**config.mk**
```make
export PLATFORM = sky130hd
export DESIGN_NAME = cam_fb_scaler_reader
export DESIGN_NICKNAME = d
export VERILOG_FILES = /design/src/rtl/cam_fb_scaler_reader.sv
export SDC_FILE = /design/constraint.sdc
export NUM_CORES = 1
export LEC_CHECK = 0
export CORE_MARGIN = 10
export CORE_UTILIZATION = 45
export CTS_BUF_LIST = sky130_fd_sc_hd__clkbuf_4 sky130_fd_sc_hd__clkbuf_8
export CTS_CLUSTER_SIZE = 24
export DETAILED_ROUTE_END_ITERATION = 8
export PLACE_DENSITY = 0.65
export SLEW_MARGIN = 0
export SYNTH_ARGS = -nofsm -noshare
export SYNTH_HDL_FRONTEND = slang
export SYNTH_SLANG_ARGS = --single-unit
```
**constraint.sdc**
```tcl
create_clock -name clk -period 5.5 [get_ports clk]
set_clock_uncertainty 0.05 [all_clocks]
set_input_delay 1.1 -clock clk [delete_from_list [all_inputs] [get_ports clk]]
set_output_delay 1.1 -clock clk [all_outputs]
set_load 0.02 [all_outputs]
```
**src/rtl/cam_fb_scaler_reader.sv**
```systemverilog
// Frame-buffer read engine: walks the camera buffer for a window of the 640x480 display,
// with 1x/2x/4x pixel/line replication and a border colour outside the window.
`timescale 1ns/1ps
module cam_fb_scaler_reader #(
   parameter int             AW           = 17,
   parameter int             DW           = 8,
   parameter int             CAM_SCREEN_X = 320,
   parameter int             CAM_SCREEN_Y = 240,
   parameter logic [DW-1:0]  BORDER_COLOR = 8'h00
) (
   input  logic          clk,
   input  logic          rst,
   input  logic [1:0]    scale,
   input  logic [9:0]    off_x,
   input  logic [8:0]    off_y,
   input  logic          frame_start,
   input  logic          line_start,
   input  logic          pix_en,
   output logic [AW-1:0] mem_addr,
   input  logic [DW-1:0] mem_data,
   output logic [DW-1:0] pix_out,
   output logic          pix_valid,
   output logic          in_window
);

   localparam int            XW    = $clog2(CAM_SCREEN_X + 1);
   localparam int            YW    = $clog2(CAM_SCREEN_Y + 1);
   localparam logic [AW-1:0] FILL  = AW'(CAM_SCREEN_X * CAM_SCREEN_Y);
   localparam logic [AW-1:0] ROW   = AW'(CAM_SCREEN_X);
   localparam logic [11:0]   SRC_W = 12'(CAM_SCREEN_X);
   localparam logic [11:0]   SRC_H = 12'(CAM_SCREEN_Y);

   typedef struct packed {
      logic          armed;
      logic [1:0]    sh;
      logic [9:0]    off_x;
      logic [8:0]    off_y;
   } cfg_t;

   typedef struct packed {
      logic [9:0]    vx;
      logic [8:0]    vy;
      logic [XW-1:0] cx;
      logic [1:0]    subx;
      logic [YW-1:0] cy;
      logic [1:0]    suby;
      logic [AW-1:0] row_base;
   } pos_t;

   cfg_t          r_cfg, w_cfg;
   pos_t          r_pos, w_pos, w_nxt;
   logic [AW-1:0] r_mem_addr, w_mem_addr;
   logic          w_line_win, w_pix_win;
   logic          r_pv_d1, r_pv_d2, r_win_d1, r_win_d2;
   logic [DW-1:0] r_pix_out;
   logic          r_pix_valid, r_in_window;

   // Window edges are 12 bits wide so off + len*S never wraps; positions past the
   // display are simply never reached.
   function automatic logic in_span(input logic [11:0] pos, input logic [11:0] lo,
                                    input logic [11:0] len, input logic [1:0] sh);
      logic [11:0] hi;
      hi = lo + (len << sh);
      return (pos >= lo) && (pos < hi);
   endfunction

   function automatic logic [1:0] sub_max(input logic [1:0] sh);
      case (sh)
         2'd0:    return 2'd0;
         2'd1:    return 2'd1;
         default: return 2'd3;
      endcase
   endfunction

   always_comb begin
      // NOTE: every comb output gets a default first, so no path can infer a latch.
      w_cfg      = r_cfg;
      w_pos      = r_pos;
      w_line_win = r_cfg.armed &&
                   in_span(12'(r_pos.vy), 12'(r_cfg.off_y), SRC_H, r_cfg.sh);

      // Start events are applied first; a coincident pixel sees the new line/frame.
      if (frame_start) begin
         w_cfg.armed = 1'b1;
         w_cfg.sh    = (scale == 2'd3) ? 2'd0 : scale;
         w_cfg.off_x = off_x;
         w_cfg.off_y = off_y;
         w_pos       = '0;
      end else if (line_start && r_cfg.armed) begin
         if (w_line_win) begin
            if (r_pos.suby == sub_max(r_cfg.sh)) begin
               w_pos.suby     = 2'd0;
               w_pos.cy       = r_pos.cy + YW'(1);
               w_pos.row_base = r_pos.row_base + ROW;
            end else begin
               w_pos.suby = r_pos.suby + 2'd1;
            end
         end
         if (r_pos.vy != '1)
            w_pos.vy = r_pos.vy + 9'd1;
         w_pos.vx   = '0;
         w_pos.cx   = '0;
         w_pos.subx = '0;
      end

      w_pix_win = w_cfg.armed &&
                  in_span(12'(w_pos.vx), 12'(w_cfg.off_x), SRC_W, w_cfg.sh) &&
                  in_span(12'(w_pos.vy), 12'(w_cfg.off_y), SRC_H, w_cfg.sh);

      w_nxt      = w_pos;
      w_mem_addr = r_mem_addr;
      if (pix_en) begin
         if (w_pix_win) begin
            w_mem_addr = w_pos.row_base + AW'(w_pos.cx);
            if (w_pos.subx == sub_max(w_cfg.sh)) begin
               w_nxt.subx = 2'd0;
               w_nxt.cx   = w_pos.cx + XW'(1);
            end else begin
               w_nxt.subx = w_pos.subx + 2'd1;
            end
         end else begin
            w_mem_addr = FILL;
         end
         if (w_pos.vx != '1)
            w_nxt.vx = w_pos.vx + 10'd1;
      end
   end

   // NOTE: sequential state uses non-blocking assignments only, so every flop samples
   // pre-edge values regardless of process ordering.
   always_ff @(posedge clk or negedge rst) begin
      if (!rst) begin
         r_cfg       <= '0;
         r_pos       <= '0;
         r_mem_addr  <= '0;
         r_pv_d1     <= 1'b0;
         r_pv_d2     <= 1'b0;
         r_win_d1    <= 1'b0;
         r_win_d2    <= 1'b0;
         r_pix_out   <= '0;
         r_pix_valid <= 1'b0;
         r_in_window <= 1'b0;
      end else begin
         r_cfg       <= w_cfg;
         r_pos       <= w_nxt;
         r_mem_addr  <= w_mem_addr;
         r_pv_d1     <= pix_en;
         r_win_d1    <= pix_en & w_pix_win;
         r_pv_d2     <= r_pv_d1;
         r_win_d2    <= r_win_d1;
         r_pix_valid <= r_pv_d2;
         if (r_pv_d2) begin
            r_pix_out   <= r_win_d2 ? mem_data : BORDER_COLOR;
            r_in_window <= r_win_d2;
         end
      end
   end

   assign mem_addr  = r_mem_addr;
   assign pix_out   = r_pix_out;
   assign pix_valid = r_pix_valid;
   assign in_window = r_in_window;

endmodule
```
; ---- Word-level counts from Yosys, hierarchy flattened
; Cells that the tools add are included.
[totals]
ff_bits = 110
inputBits = 34
out_inout_bits = 27
elab_cells = 85
[classes]
addsub = 11
n_lt_le_gt_ge = 6
n_eq_ne = 7
shifts = 3
mux = 24
bitwise_logic = 1
n_reduce_logical = 14
[op_table]
columns = operator, count
row1 = 57-bit two-way mux, 2
row2 = 17-bit two-way mux, 2
row3 = 27-bit two-way mux, 1
row4 = 9-bit by 12-bit adder with 12-bit output, 2
row5 = 9-bit by 12-bit less-than comparator with 1-bit output, 2
row6 = 8-bit by 2-bit left shift with 12-bit output (first input constant), 2
row7 = 11-bit two-way mux, 2
row8 = 22-bit two-way mux, 1
row9 = 10-bit two-way mux, 2
row10 = 9-bit by 1-bit adder with 9-bit output (second input constant), 2
row11 = 9-bit greater-or-equal comparator, 2
row12 = 9-bit two-way mux, 2
row13 = 17-bit by 9-bit adder with 17-bit output, 1
row14 = 17-bit by 9-bit adder with 17-bit output (second input constant), 1
row15 = 2-bit two-way mux, 8
row16 = 8-bit two-way mux, 2
row17 = 10-bit by 12-bit adder with 12-bit output, 1
row18 = 10-bit by 12-bit less-than comparator with 1-bit output, 1
row19 = 9-bit by 2-bit left shift with 12-bit output (first input constant), 1
row20 = 10-bit by 1-bit adder with 10-bit output (second input constant), 1
row21 = 10-bit greater-or-equal comparator, 1
row22 = 10-bit != test (second input constant), 1
row23 = 9-bit != test (second input constant), 1
row24 = 8-bit by 1-bit adder with 8-bit output (second input constant), 1
row25 = 11 further kinds, 24

; ---- Longest topological paths before layout
; Gate-level depths: netlist of the first run.
[logic_depth]
depth_word = 23
ltp_mapped = 23
depth_no_buf = 23

; ---- Worst setup path before layout of the first run
; No wires, ideal clock.
[synth_timing]
path_kind = input to register
startpoint = input port frame_start
endpoint = register r_pos[30] (netlist name)
setup_time_ns = 0.125
t_arrival_ns = 4.694
required_time_ns = 5.325
path_slack_ns = 0.631
path_stages = 15
path_buffers = 3
path_cell_list = buf_2 > buf_1 > buf_1 > mux2i_1 > inv_1 > ha_1 > a21o_1 > a21oi_1 > xor2_1 > ha_1 > a21o_1 > a31oi_1 > o211ai_1 > nor3_2 > mux2_2
[synth_rtl]
columns = element, line_no
row1 = from (decl), 16  ; input logic frame_start,
row2 = to (signal assigned), 145  ; r_pos <= w_nxt;
row3 = to (decl), 51  ; pos_t r_pos, w_pos, w_nxt;

==> results_dict.tcl, run 1 <==
set metrics [dict create \
    status "completed" \
    synthMuxAreaShare_pct 4.01 \
    min_period_over_period_pct 88.8 \
    synth_top_family_by_area "simple AND/OR/NAND/NOR gates" \
    die_w_um 140 \
    antenna_left 0 \
    synth-seq-cells 102 \
    vias 5014 \
    fmaxAchievable_mhz 205 \
    syn_to_final_growth_pct 15.8 \
    critPathRequiredTime_ns 5.72 \
    drt_first_iter_violations 418 \
    path_max_fanout 5 \
    fin_area_um2 7510 \
    min_to "r_win_d2" \
    track_usage_pct 15.6 \
    grt_pass1_wl_um 25800 \
    synthCells 669 \
    ir_drop_uv 97.1 \
    fp.dieH_um 140 \
    clk_root_buffer_cell "clkbuf_8" \
    critPathKind "reg -> reg" \
    synthFlopType "dfrtp_1" \
    synthesis.nets 774 \
    cts_resized 0 \
    fin_cells 912 \
    postSynthAreaPerCell_um2 9.70 \
    ys_seq_area_share_pct 39.3 \
    yosysTopAreaCellShare_pct 39.3 \
    synthDistinctLibCells 68 \
    clk-insertion-delay-late_ns 0.39 \
    min_path_type "reg -> reg" \
    post_cts_buffers 0 \
    yosys_warnings 0 \
    grt_setup_unrepaired "no" \
    numClockSinks 102 \
    p_comb_share_pct 17.4 \
    first_global_vias 5140 \
    hpwl_um 11600 \
    core_area_um2 14000 \
    rrSetupSlack_ns 0.62 \
    rr_endpoint "mem_addr[16]" \
    hold_viol 0 \
    dpl_worst_slack_ns 0.385 \
    fill_cells 1287 \
    die-area_um2 19600 \
    tightestPinTransition_ns 0.892 \
    powerDensity_nw_per_um2 213 \
    rr_worst_depth 23 \
    wl_um 15100 \
    p_seq_share_pct 48.8 \
    slew_headroom_pct 40.5 \
    leakagePower_uw 0.00364 \
    gp_congestion 0.860 \
    dp_cells 897 \
    grt_antenna_before_repair 0 \
    grt_overflow 0 \
    start_util_pct 46.4 \
    hold_depth 0 \
    cp-start-kind "register" \
    min-delay-start "r_win_d1" \
    layout.nets 833 \
    yosys.area_share.adder_pct 14.2 \
    insertedDiodeCount 0 \
    multi_input_area_um2 3630 \
    synthArstFlopShare_pct 100 \
    setup_violations 0 \
    worstPathArrival_ns 5.10 \
    synth_simple_gate_area_share_pct 16.4 \
    htree_levels 3 \
    crit_path_end_kind "register" \
    fin_util_pct 53.7 \
    seq_area_um2 2550 \
    cts_tree "yes" \
    grt_max_degree 67 \
    yosysMostFrequentCell "dfrtp_1" \
    report.final.slew_viol_count 0 \
    holdBufCountCts 0 \
    detail_route.drc_violations 0 \
    io_buffers 60 \
    cts_buffers 9 \
    setup_ws_ns 0.617 \
    clkTransAtPathRegs_ns 0.10 \
    via_per_inst 5.50 \
    wl_per_cell_um 16.6 \
    rows 43 \
    pin_count 61 \
    setup_tns_ns 0 \
    drtPass1Iterations 5 \
    power_frac_clock_pct 33.8 \
    synth_common_cells "dfrtp_1, ha_1, inv_1" \
    syn_area_um2 6490 \
    swShare_pct 27.3 \
    cp-startpoint "r_cfg[20]" \
    drv_cap 0 \
    synth_top_area_cell "dfrtp_1" \
    r2r_start "r_cfg[20]" \
    drive_gt1_share_pct 7.51 \
    synth_edf_count 0 \
    period_minus_slack_ns 4.88 \
    placed_area_um2 7290 \
    synth_compound_area_share_pct 15.2 \
    synth_area_leaders "dfrtp_1, ha_1, xnor2_1" \
    p_int_uw 1160 \
    cts_buffer_depth 2 \
    synth_xor_area_share_pct 6.07 \
    switching_power_uw 437 \
]
## per-stage QoR
stage / power, µW / hold slack [ns]
2_1_floorplan: 973 / 0.281
3_3_place_gp: 1060 / 0.288
3_5_place_dp: 1070 / 0.295
4_1_cts: 1620 / 0.316
5_1_grt: 1690 / 0.322
6_report: 1600 / 0.308
## area by class of cell
type / instances / area share (%)
multi-input combinational: 489 / 48.3
clock buffer: 11 / 1.93
timing repair buffer: 71 / 8.99
inverter: 55 / 2.75
sequential: 102 / 34.0
tap: 180 / 3.00
clock inverter: 4 / 1.07
## power groups by stage
stage,sequential (µW),combinational [µW],clock (µW)
after global routing,784,316,590
final,781,278,542
after detailed placement,796,277,0
after CTS,781,280,557
after global placement,795,269,0
after floorplan,793,181,0
## flip-flops by register name (all words and copies together) (netlist names)
signal,count
in_window,1
mem_addr,17
pix_out,8
pix_valid,1
r_cfg,22
r_pos,49
r_pv_d1,1
r_pv_d2,1
r_win_d1,1
r_win_d2,1
## worst max path at each step
stage          slack (ns)      endpoint  cells past startpoint
6_report             0.62  mem_addr[16]                     23
5_1_grt              0.19  mem_addr[16]                     23
4_1_cts              0.61  mem_addr[16]                     23
3_5_place_dp         0.39     r_pos[28]                     16
3_3_place_gp         0.45     r_pos[30]                     14
2_1_floorplan        0.63     r_pos[30]                     15
## kinds of logic after synthesis
| family | count (synthesis) |
|---|---|
| simple gates | 209 |
| compound gates | 139 |
| flops | 102 |
| buf+inv | 78 |
| fa+ha+maj | 71 |
| xor+xnor | 45 |
| mux | 25 |
## critical path, stage by stage (launching register included)
cell and delay, ns:
dfrtp_1 0.39, nor2_1 0.15, ha_1 0.19, inv_1 0.06, fa_1 0.38, nand2b_1 0.18, nand2_1 0.09, xnor2_1 0.14
ha_1 0.30, nor2_1 0.12, a211oi_1 0.06, o31ai_1 0.33, nand2b_1 0.22, xor2_1 0.19, nor2_1 0.17, ha_1 0.29
o21a_1 0.14, a21o_1 0.18, a21o_1 0.20, a21oi_1 0.20, a21oi_2 0.09, nand3_1 0.14, and3b_1 0.19, o32a_1 0.32
## cells in the final DEF, fill, tap and decap left out, drive strengths merged, types with 15 or more instances in the layout
cell type | Yosys | routed
nor2 | 50 | 50
and3 | 24 | 24
dfrtp | 102 | 102
ha | 67 | 67
clkdlybuf4s50 | 0 | 58
nand3 | 21 | 21
nor3 | 16 | 16
xnor2 | 30 | 30
nand2 | 49 | 49
o21ai | 23 | 23
xor2 | 15 | 15
mux2i | 17 | 17
inv | 55 | 56
a21oi | 32 | 32
## metal layers
layer  wire length (µm)  up-vias  part of all wire, %  GRT usage (%)
met2               7000      111                   46           25.0
met1               7250     2415                   48           20.7
met5                  0        -                    0              0
met3                605       18                  4.0           2.50
met4                263        0                  1.7           5.92
li1                   -     2470                    -              -
(Power assumes the default switching activity.)
==> run 2: changes to the inputs <==
--- a/config.mk
+++ b/config.mk
@@ -11,7 +11,6 @@
 export CTS_CLUSTER_SIZE = 24
 export DETAILED_ROUTE_END_ITERATION = 8
 export PLACE_DENSITY = 0.65
-export SLEW_MARGIN = 0
 export SYNTH_ARGS = -nofsm -noshare
 export SYNTH_HDL_FRONTEND = slang
 export SYNTH_SLANG_ARGS = --single-unit
==> results of run 2 <==
Final layout, timing and power as in run 1 (identical DEF).
==> run 3: changes to the inputs <==
--- a/config.mk
+++ b/config.mk
@@ -6,11 +6,11 @@
 export NUM_CORES = 1
 export LEC_CHECK = 0
 export CORE_MARGIN = 10
-export CORE_UTILIZATION = 45
+export CORE_UTILIZATION = 51
 export CTS_BUF_LIST = sky130_fd_sc_hd__clkbuf_4 sky130_fd_sc_hd__clkbuf_8
 export CTS_CLUSTER_SIZE = 24
 export DETAILED_ROUTE_END_ITERATION = 8
-export PLACE_DENSITY = 0.65
+export PLACE_DENSITY = 0.72
 export SYNTH_ARGS = -nofsm -noshare
 export SYNTH_HDL_FRONTEND = slang
 export SYNTH_SLANG_ARGS = --single-unit
==> run 3 against run 2 <==
Register-to-register slack got worse by 0.03 ns. Non-clock buffer count decreased by 4. Critical path depth decreased by 6. Highest routed layer unchanged. Die area decreased by 10%. Design area decreased by 0.80%. Global-route usage increased by 1.9 points. Flip-flop and latch count unchanged. Utilization increased by 5.8 points. Sequential share of layout area increased by 0.27 points. Wire length decreased by 1.1%. Sequential power about the same.
==> results_dict.tcl, run 3 (synthesis results as in run 1) <==
set metrics [dict create \
    post_cts_buffers 0 \
    cts_resized 0 \
    cts_buffers 9 \
    cp-start-kind "input port" \
    detail_route.drc_violations 0 \
    slew_headroom_pct 44.8 \
    htree_levels 3 \
    tightestPinTransition_ns 0.828 \
    swShare_pct 30.2 \
    track_usage_pct 17.5 \
    largest_register_ffs 49 \
    start_util_pct 51.8 \
    report.final.slew_viol_count 0 \
    path_max_fanout 28 \
    drtPass1Iterations 4 \
    wl_um 15000 \
    numClockSinks 102 \
    final_cell_mix "dfrtp_1, ha_1, clkdlybuf4s50_1" \
    pin_count 61 \
    clkTransAtPathRegs_ns 0.11 \
    setup_tns_ns 0 \
    power.total_uw 1520 \
    leakagePower_uw 0.00361 \
    via_per_inst 5.56 \
    status "completed" \
    worstPathArrival_ns 5.18 \
    min_path_type "reg -> reg" \
    fmaxAchievable_mhz 203 \
    setup_violations 0 \
    vias 5019 \
    p_seq_share_pct 51.3 \
    fin_cells 902 \
    clk_root_buffer_cell "clkbuf_8" \
    dp_cells 885 \
    powerDensity_nw_per_um2 204 \
    hpwl_um 11500 \
    top_register "r_pos" \
    critPathMaxStageDelay_ns 0.52 \
    layout.nets 829 \
    power_frac_clock_pct 30.6 \
    switching_power_uw 460 \
    syn_to_final_growth_pct 14.9 \
    drive_gt1_share_pct 7.13 \
    cpMaxStageDelayCell "a21oi_1" \
    antenna_left 0 \
    hold_viol 0 \
    core_area_um2 12500 \
    gp_congestion 0.940 \
    first_global_vias 5231 \
    worstPathCellList "buf_2 > inv_2 > nor3b_1 > a21oi_1 > nor2_1 > ha_1 > a21o_1 > a21oi_1 > xor2_1 > ha_1 > a21o_1 > a31oi_1 > o211ai_1 > or2_1 > inv_2 > nand4b_1 > a21boi_1" \
    grt_max_degree 63 \
    whs_ns 0.308 \
    min_period_over_period_pct 89.5 \
    grt_pass1_wl_um 25800 \
    cts_buffer_depth 2 \
    p_int_uw 1060 \
    crit_path_end_kind "register" \
    ir_drop_uv 170 \
    wl_per_cell_um 16.6 \
    grt_antenna_before_repair 1 \
    holdBufCountCts 0 \
    drv_cap 0 \
    die_w_um 133 \
    final_common_cell "dfrtp_1" \
    die-area_um2 17600 \
    cts_tree "yes" \
    io_buffers 60 \
    grt_setup_unrepaired "no" \
    cpLargestDelayFamily "compound AO/OA/AOI/OAI gates" \
    critPathKind "in -> reg" \
    period_minus_slack_ns 4.92 \
    grt_overflow 0 \
    fp.dieH_um 133 \
    worst-path-buf-inv 3 \
    rows 41 \
    drt_first_iter_violations 348 \
    p_comb_share_pct 18.0 \
    clk-insertion-delay-late_ns 0.40 \
    critPathRequiredTime_ns 5.76 \
]
run 3: area by class of cell:
cell class                      count  area (µm²)
Inverter                           55         206
Clock inverter                      7        66.3
Clock buffer                        9         124
Sequential cell                   102        2550
Antenna cell                        1        2.50
Timing Repair Buffer               67         658
Multi-Input combinational cell    489        3630
Fill cell                        1110        5060
Tap cell                          172         215
run 3: worst paths after layout:
kind                       cells past startpoint         from      endpoint  slack [ns]
max                                           17  frame_start     r_pos[28]        0.58
min                                            0     r_win_d1      r_win_d2        0.31
max reg2reg                                   23    r_cfg[19]  mem_addr[16]        0.59
min reg2reg                                    0     r_win_d1      r_win_d2        0.31
max in group asynchronous                      2          rst   mem_addr[2]        3.65
min in group asynchronous                      1          rst      r_cfg[2]        0.73
run 3: metal layers:
layer | track usage (%) | vias to the layer above | part of all wire, %
met5 | 0 | - | 0
met4 | 4.10 | 0 | 1.4
met3 | 4.88 | 19 | 4.7
met2 | 28.5 | 111 | 47
met1 | 22.5 | 2416 | 47
li1 | - | 2473 | -
run 3: through the flow:
| stage | instance area (µm²) | util [%] | setup WS [ns] |
|---|---|---|---|
| floorplan | 6490 | - | 0.631 |
| global placement | 7260 | 58.0 | 0.230 |
| detailed placement | 7260 | 58.0 | 0.194 |
| CTS | 7450 | 59.5 | 0.577 |
| global route | 7450 | 59.5 | 0.207 |
| finish | 7450 | 59.6 | 0.579 |
run 3: power groups by stage:
stage               combinational [µW]  clock [µW]  sequential [µW]
floorplan                          181           0              793
global placement                   263           0              795
detailed placement                 274           0              796
CTS                                277         482              781
global route                       311         515              784
finish                             275         466              782
==> edit 1: new RTL, config.mk and constraints of run 1 <==
Register the inputs `scale`, `frame_start`, `line_start`, `pix_en` and `mem_data` before use, cleared by the reset. The logic sees them one clock later. The other inputs are not delayed to match.
--- a/src/rtl/cam_fb_scaler_reader.sv
+++ b/src/rtl/cam_fb_scaler_reader.sv
@@ -49,2 +49,24 @@
 
+   logic [1:0] scale_q;
+   logic frame_start_q;
+   logic line_start_q;
+   logic pix_en_q;
+   logic [DW-1:0] mem_data_q;
+
+   always_ff @(posedge clk or negedge rst) begin
+      if (!rst) begin
+         scale_q       <= '0;
+         frame_start_q <= '0;
+         line_start_q  <= '0;
+         pix_en_q      <= '0;
+         mem_data_q    <= '0;
+      end else begin
+         scale_q       <= scale;
+         frame_start_q <= frame_start;
+         line_start_q  <= line_start;
+         pix_en_q      <= pix_en;
+         mem_data_q    <= mem_data;
+      end
+   end
+
    cfg_t          r_cfg, w_cfg;
@@ -82,5 +104,5 @@
       // Start events are applied first; a coincident pixel sees the new line/frame.
-      if (frame_start) begin
+      if (frame_start_q) begin
          w_cfg.armed = 1'b1;
-         w_cfg.sh    = (scale == 2'd3) ? 2'd0 : scale;
+         w_cfg.sh    = (scale_q == 2'd3) ? 2'd0 : scale_q;
          w_cfg.off_x = off_x;
@@ -88,3 +110,3 @@
          w_pos       = '0;
-      end else if (line_start && r_cfg.armed) begin
+      end else if (line_start_q && r_cfg.armed) begin
          if (w_line_win) begin
@@ -111,3 +133,3 @@
       w_mem_addr = r_mem_addr;
-      if (pix_en) begin
+      if (pix_en_q) begin
          if (w_pix_win) begin
@@ -146,4 +168,4 @@
          r_mem_addr  <= w_mem_addr;
-         r_pv_d1     <= pix_en;
-         r_win_d1    <= pix_en & w_pix_win;
+         r_pv_d1     <= pix_en_q;
+         r_win_d1    <= pix_en_q & w_pix_win;
          r_pv_d2     <= r_pv_d1;
@@ -152,3 +174,3 @@
          if (r_pv_d2) begin
-            r_pix_out   <= r_win_d2 ? mem_data : BORDER_COLOR;
+            r_pix_out   <= r_win_d2 ? mem_data_q : BORDER_COLOR;
             r_in_window <= r_win_d2;
Function: changed (a bounded check fails within 4 cycles, from zero or initial values and one cycle with rst low).
==> edit 1 against run 1 <==
Non-clock buffer count decreased by 7; setup slack got worse by 0.026 ns; count of clock-buffer cells in the layout increased by 7; sequential cell count increased by 13; design area increased by 7.1%; wire length increased by 1.7%; cell count increased by 3.0%; synthesized area increased by 5.0%; sequential share of layout area increased by 1.8 points; power increased by 31%; largest cell class unchanged; highest routed layer unchanged.
==> edit 1: results (changes against run 1) <==
[outcome]
run_status = finished, final reports clean  ; unchanged

[final_layout]
areaGrowthSynthToFinish_pct = 18.0  ; was 15.8%
bufAreaShareNonClock_pct = 7.81  ; was 8.99%
fraction_of_area_in_multi_input_gates_pct = 45.1  ; was 48.3%
design.final.nets = 847  ; was 833
num-nonclk-buffers = 64  ; was 71
fraction_of_final_layout_cells_with_drive_strength_greater_than_1_pct = 8.61  ; was 7.51%
clock_tree_area_fraction_pct = 5.86  ; was 3.00%
sh_seq_area_pct = 35.8  ; was 34.0%
n_clock_buffer = 18  ; was 11

[placement]
detailed_place_hpwl_um = 11400  ; was 11600 um
dpl_cell_area_um2 = 7570  ; was 7290 um2
placed_cells = 907  ; was 897
place_worst_setup_slack_ns = 0.667  ; was 0.385 ns
gp_congestion = 0.857  ; was 0.860

[critical_path]
timing.critical_path.arrival_ns = 5.19  ; was 5.10 ns
timing.critical_path.slowest_cell_delay_ns = 0.49  ; was 0.39 ns
cp_max_fo = 8  ; was 5

[synthesis]
netlist_top_cells_count = sky130_fd_sc_hd__dfrtp_1, sky130_fd_sc_hd__ha_1, sky130_fd_sc_hd__inv_1  ; unchanged
post_synth_xor_area_fraction_pct = 5.78  ; was 6.07%
synthTopCellsByArea = sky130_fd_sc_hd__dfrtp_1, sky130_fd_sc_hd__ha_1, sky130_fd_sc_hd__xnor2_1  ; unchanged
syn_inst = 682  ; was 669
sequential_to_total_area_share_from_yosys_stat_pct = 42.2  ; was 39.3%
synth-compound-area-share_pct = 14.5  ; was 15.2%
synthMuxAreaShare_pct = 3.82  ; was 4.01%
syn-num-nets = 787  ; was 774
synth-adder-area-share_pct = 13.5  ; was 14.2%

[clocking]
max_h_tree_level = 4  ; was 3
clkLatencyLatePin_ns = 0.44  ; was 0.39 ns
clk_transition_reported_paths_ns = 0.07  ; was 0.10 ns
cts_inserted_buffers = 17  ; was 9

[sta]
worst_slew_margin_relative_to_its_limit_pct = 35.1  ; was 40.5%
fin_worst_hold_slack_ns = 0.292  ; was 0.308 ns

[routing]
wire_length_on_met1_um = 7150  ; was 7250 um
post_drt_via_cell_ratio = 5.45  ; was 5.50
drt-initial-drc-count = 356  ; was 418
wl_um = 15400  ; was 15100 um
routedWlPerCell_um = 16.4  ; was 16.6 um

[grt]
grt_usage_pct = 15.7  ; was 15.6%
grt_max_degree = 77  ; was 67
grt_first_pass_wirelength_um = 26000  ; was 25800 um

[min_path]
hold_end = r_pv_d2  ; was r_win_d2

[power]
power.density_nw_per_um2 = 260  ; was 213 nW/um2
vdd.ir_drop.worst_uv = 163  ; was 97.1 uV

==> edit 1: cell count changes after synthesis, sizes merged <==
| cell | before | now |
|---|---|---|
| dfrtp | 102 | 115 |
==> edit 1: kinds of logic after synthesis <==
family                   Yosys count
AO/OA/AOI/OAI                    139
multiplexers                      25
buffers and inverters             78
XOR/XNOR                          45
AND/OR/NAND/NOR                  209
adder cells (fa/ha/maj)           71
flip-flops                       115
==> edit 1: worst max-delay path, delay by kind of cell (launching register included) <==
family	cells	cell delay, ns
compound gates	8	1.48
buf+inv	1	0.05
flops	1	0.49
xor+xnor	2	0.31
fa+ha+maj	4	1.12
simple gates	8	1.28
==> edit 1: routing by layer <==
metal,track usage [%],vias up
met3,4.44,16
met2,26.0,102
met4,5.10,0
met5,0,-
met1,19.4,2471
li1,-,2533
==> edit 1: report_power, final <==
| part | switching, mW | internal [mW] |
|---|---|---|
| clock network | 0.381 | 0.557 |
| logic | 0.150 | 0.118 |
| registers | 0.0186 | 0.868 |
==> edit 2: new RTL, settings of run 1 <==
Made on the original files. Change the parameter `DW` from 8 to 7.
--- a/src/rtl/cam_fb_scaler_reader.sv
+++ b/src/rtl/cam_fb_scaler_reader.sv
@@ -5,3 +5,3 @@
    parameter int             AW           = 17,
-   parameter int             DW           = 8,
+   parameter int             DW           = 7,
    parameter int             CAM_SCREEN_X = 320,
Ports: changed (resized mem_data and pix_out); port bits go from 61 to 59. The function was not compared with the original's and may differ.
==> edit 2 against run 1 <==
Design area grew 1.2%; sequential cell count shrank 1; wire length grew 3.7%; synthesized area grew 0.85%; maximum frequency shrank 5.4%; setup slack lost 0.28 ns; power shrank 1.9%; synthesized cell count grew 2.1%; critical path type unchanged; largest power group unchanged.
==> edit 2: results (changes against run 1) <==
[final_layout]
largest_reg_flops = 49  ; unchanged
design.final.nets = 851  ; was 833
fraction_of_final_layout_cells_with_drive_strength_greater_than_1_pct = 8.53  ; was 7.51%
antenna_cells_inserted = 0  ; unchanged
top_register = r_pos  ; unchanged

[routing]
wire_length_on_met1_um = 7230  ; was 7250 um
firstDrtPassIters = 5  ; unchanged
wl_met3_um = 837  ; was 605 um
wl_um = 15700  ; was 15100 um
post_drt_via_cell_ratio = 5.56  ; was 5.50
drt-initial-drc-count = 352  ; was 418
routedWlPerCell_um = 16.8  ; was 16.6 um
dr_wl_met2_um = 7300  ; was 7000 um
uppermost_routed_layer = met4  ; unchanged

[critical_path]
cp_max_fo = 5  ; unchanged
cpMaxStageDelayCell = sky130_fd_sc_hd__or4_1  ; was sky130_fd_sc_hd__dfrtp_1
timing.critical_path.arrival_ns = 5.40  ; was 5.10 ns
crit_required_ns = 5.73  ; was 5.72 ns
timing.critical_path.slowest_cell_delay_ns = 0.49  ; was 0.39 ns
cp_top_family = simple AND/OR/NAND/NOR gates  ; was compound AO/OA/AOI/OAI gates
r2r_cell_count = 23  ; unchanged

[clocking]
clkLatencyLatePin_ns = 0.39  ; about the same
ctsRootBufferMaster = sky130_fd_sc_hd__clkbuf_8  ; unchanged
cts_inserted_buffers = 9  ; unchanged
clk_transition_reported_paths_ns = 0.10  ; about the same
post_cts_buffers = 0  ; unchanged
max_h_tree_level = 3  ; unchanged
clock_tree.buffer_depth = 2  ; unchanged

[grt]
grt_pass1_vias = 5305  ; was 5140
grt_first_pass_wirelength_um = 26400  ; was 25800 um
grt_antenna_before_repair = 0  ; unchanged
grt_usage_pct = 16.1  ; was 15.6%
grt_max_degree = 59  ; was 67

[synthesis]
total_of_warnings_raised_by_yosys = 0  ; unchanged
sequential_to_total_area_share_from_yosys_stat_pct = 38.6  ; was 39.3%
syn-num-nets = 787  ; was 774
netlist_top_cells_count = sky130_fd_sc_hd__dfrtp_1, sky130_fd_sc_hd__ha_1, sky130_fd_sc_hd__nand2_1  ; was sky130_fd_sc_hd__dfrtp_1, sky130_fd_sc_hd__ha_1, sky130_fd_sc_hd__inv_1
yosys_most_used_dff = sky130_fd_sc_hd__dfrtp_1  ; unchanged
asyncSetResetFlopFracSynth_pct = 100  ; unchanged
synth.distinct_cells = 70  ; was 68
synthesis.area_per_instance_um2 = 9.58  ; was 9.70 um2
synthTopCellsByArea = sky130_fd_sc_hd__dfrtp_1, sky130_fd_sc_hd__ha_1, sky130_fd_sc_hd__xnor2_1  ; unchanged

[sta]
worst_slew_margin_relative_to_its_limit_pct = 49.1  ; was 40.5%

[min_path]
min_path_type = reg -> reg  ; unchanged
hold_path_depth = 0  ; unchanged

[placement]
gp_congestion = 0.881  ; was 0.860
port-buffer-count = 58  ; was 60
placed_cells = 920  ; was 897
detailed_place_hpwl_um = 12000  ; was 11600 um
dpl_cell_area_um2 = 7380  ; was 7290 um2

[power]
vdd.ir_drop.worst_uv = 90.8  ; was 97.1 uV
power_switching_uw = 435  ; was 437 uW
static-leakage-power_nw = 3.71  ; was 3.64 nW

[outcome]
run_status = finished, final reports clean  ; unchanged

## edit 2: changes by cell type in the layout (fill, tap and decap cells not counted), sizes merged, moves of 4 or more
cell,run 1,this run
a211oi,8,2
a21o,13,9
a22oi,0,4
and3,24,20
buf,13,22
nand2,49,59
nand3,21,27
nand4,11,7
nor2,50,46
o21ai,23,28
or4,2,6
## edit 2: kinds of logic after synthesis
logic type | count (synthesis) | share of synthesized area (%)
AOI/OAI and AO/OA | 141 | 14.9
and+or+nand+nor | 222 | 17.6
DFF | 101 | 38.6
buffers and inverters | 78 | 4.86
muxes | 24 | 3.88
xor gates and xnor gates | 46 | 6.16
adders and majority gates | 71 | 14.0
## edit 2: stage by stage
stage          util (%)  worst slack, ns  setup TNS (ns)
2_1_floorplan         -            0.417               0
3_5_place_dp       51.4            0.161               0
4_1_cts            52.8            0.245               0
6_report           52.9            0.337               0
3_3_place_gp       51.4            0.247               0
5_1_grt            52.9         -0.00295        -0.00295
## edit 2: what timing repair did
| item | in CTS | in global routing |
|---|---|---|
| endpoints found under the hold margin | 0 | 0 |
| gates resized for setup | 0 | 3 |
| setup endpoints to repair | 0 | 3 |
## edit 2: area by class of cell
class | instances | area [um2]
fillers | 1306 | 6770
multi-input cells | 504 | 3710
flip-flops and latches | 101 | 2530
repair buffers | 78 | 723
well taps | 184 | 230
inverters | 53 | 204
clock buffers | 9 | 124
clock inverters | 5 | 85.1
## edit 2: power groups by stage
stage	Clock [mW]	Combinational (mW)	Sequential, mW
final	0.518	0.278	0.774
after global routing	0.566	0.315	0.777
after detailed placement	0	0.276	0.789
after floorplan	0	0.177	0.784
after global placement	0	0.264	0.788
after CTS	0.538	0.278	0.774
## edit 2: worst paths after layout
path | startpoint | end | slack, ns
setup / recovery | r_cfg[20] | mem_addr[16] | 0.34
hold / removal | r_win_d1 | r_win_d2 | 0.30
setup reg to reg | r_cfg[20] | mem_addr[16] | 0.34
hold reg to reg | r_win_d1 | r_win_d2 | 0.30
max in group asynchronous | rst | r_pos[51] | 3.62
min in group asynchronous | rst | r_cfg[1] | 0.72
## edit 2: layer usage
layer  track usage (%)  vias to the layer above
met3              3.90                       24
met4              5.54                        0
met1              20.4                     2482
li1                  -                     2550
met5                 0                        -
met2              26.2                      137
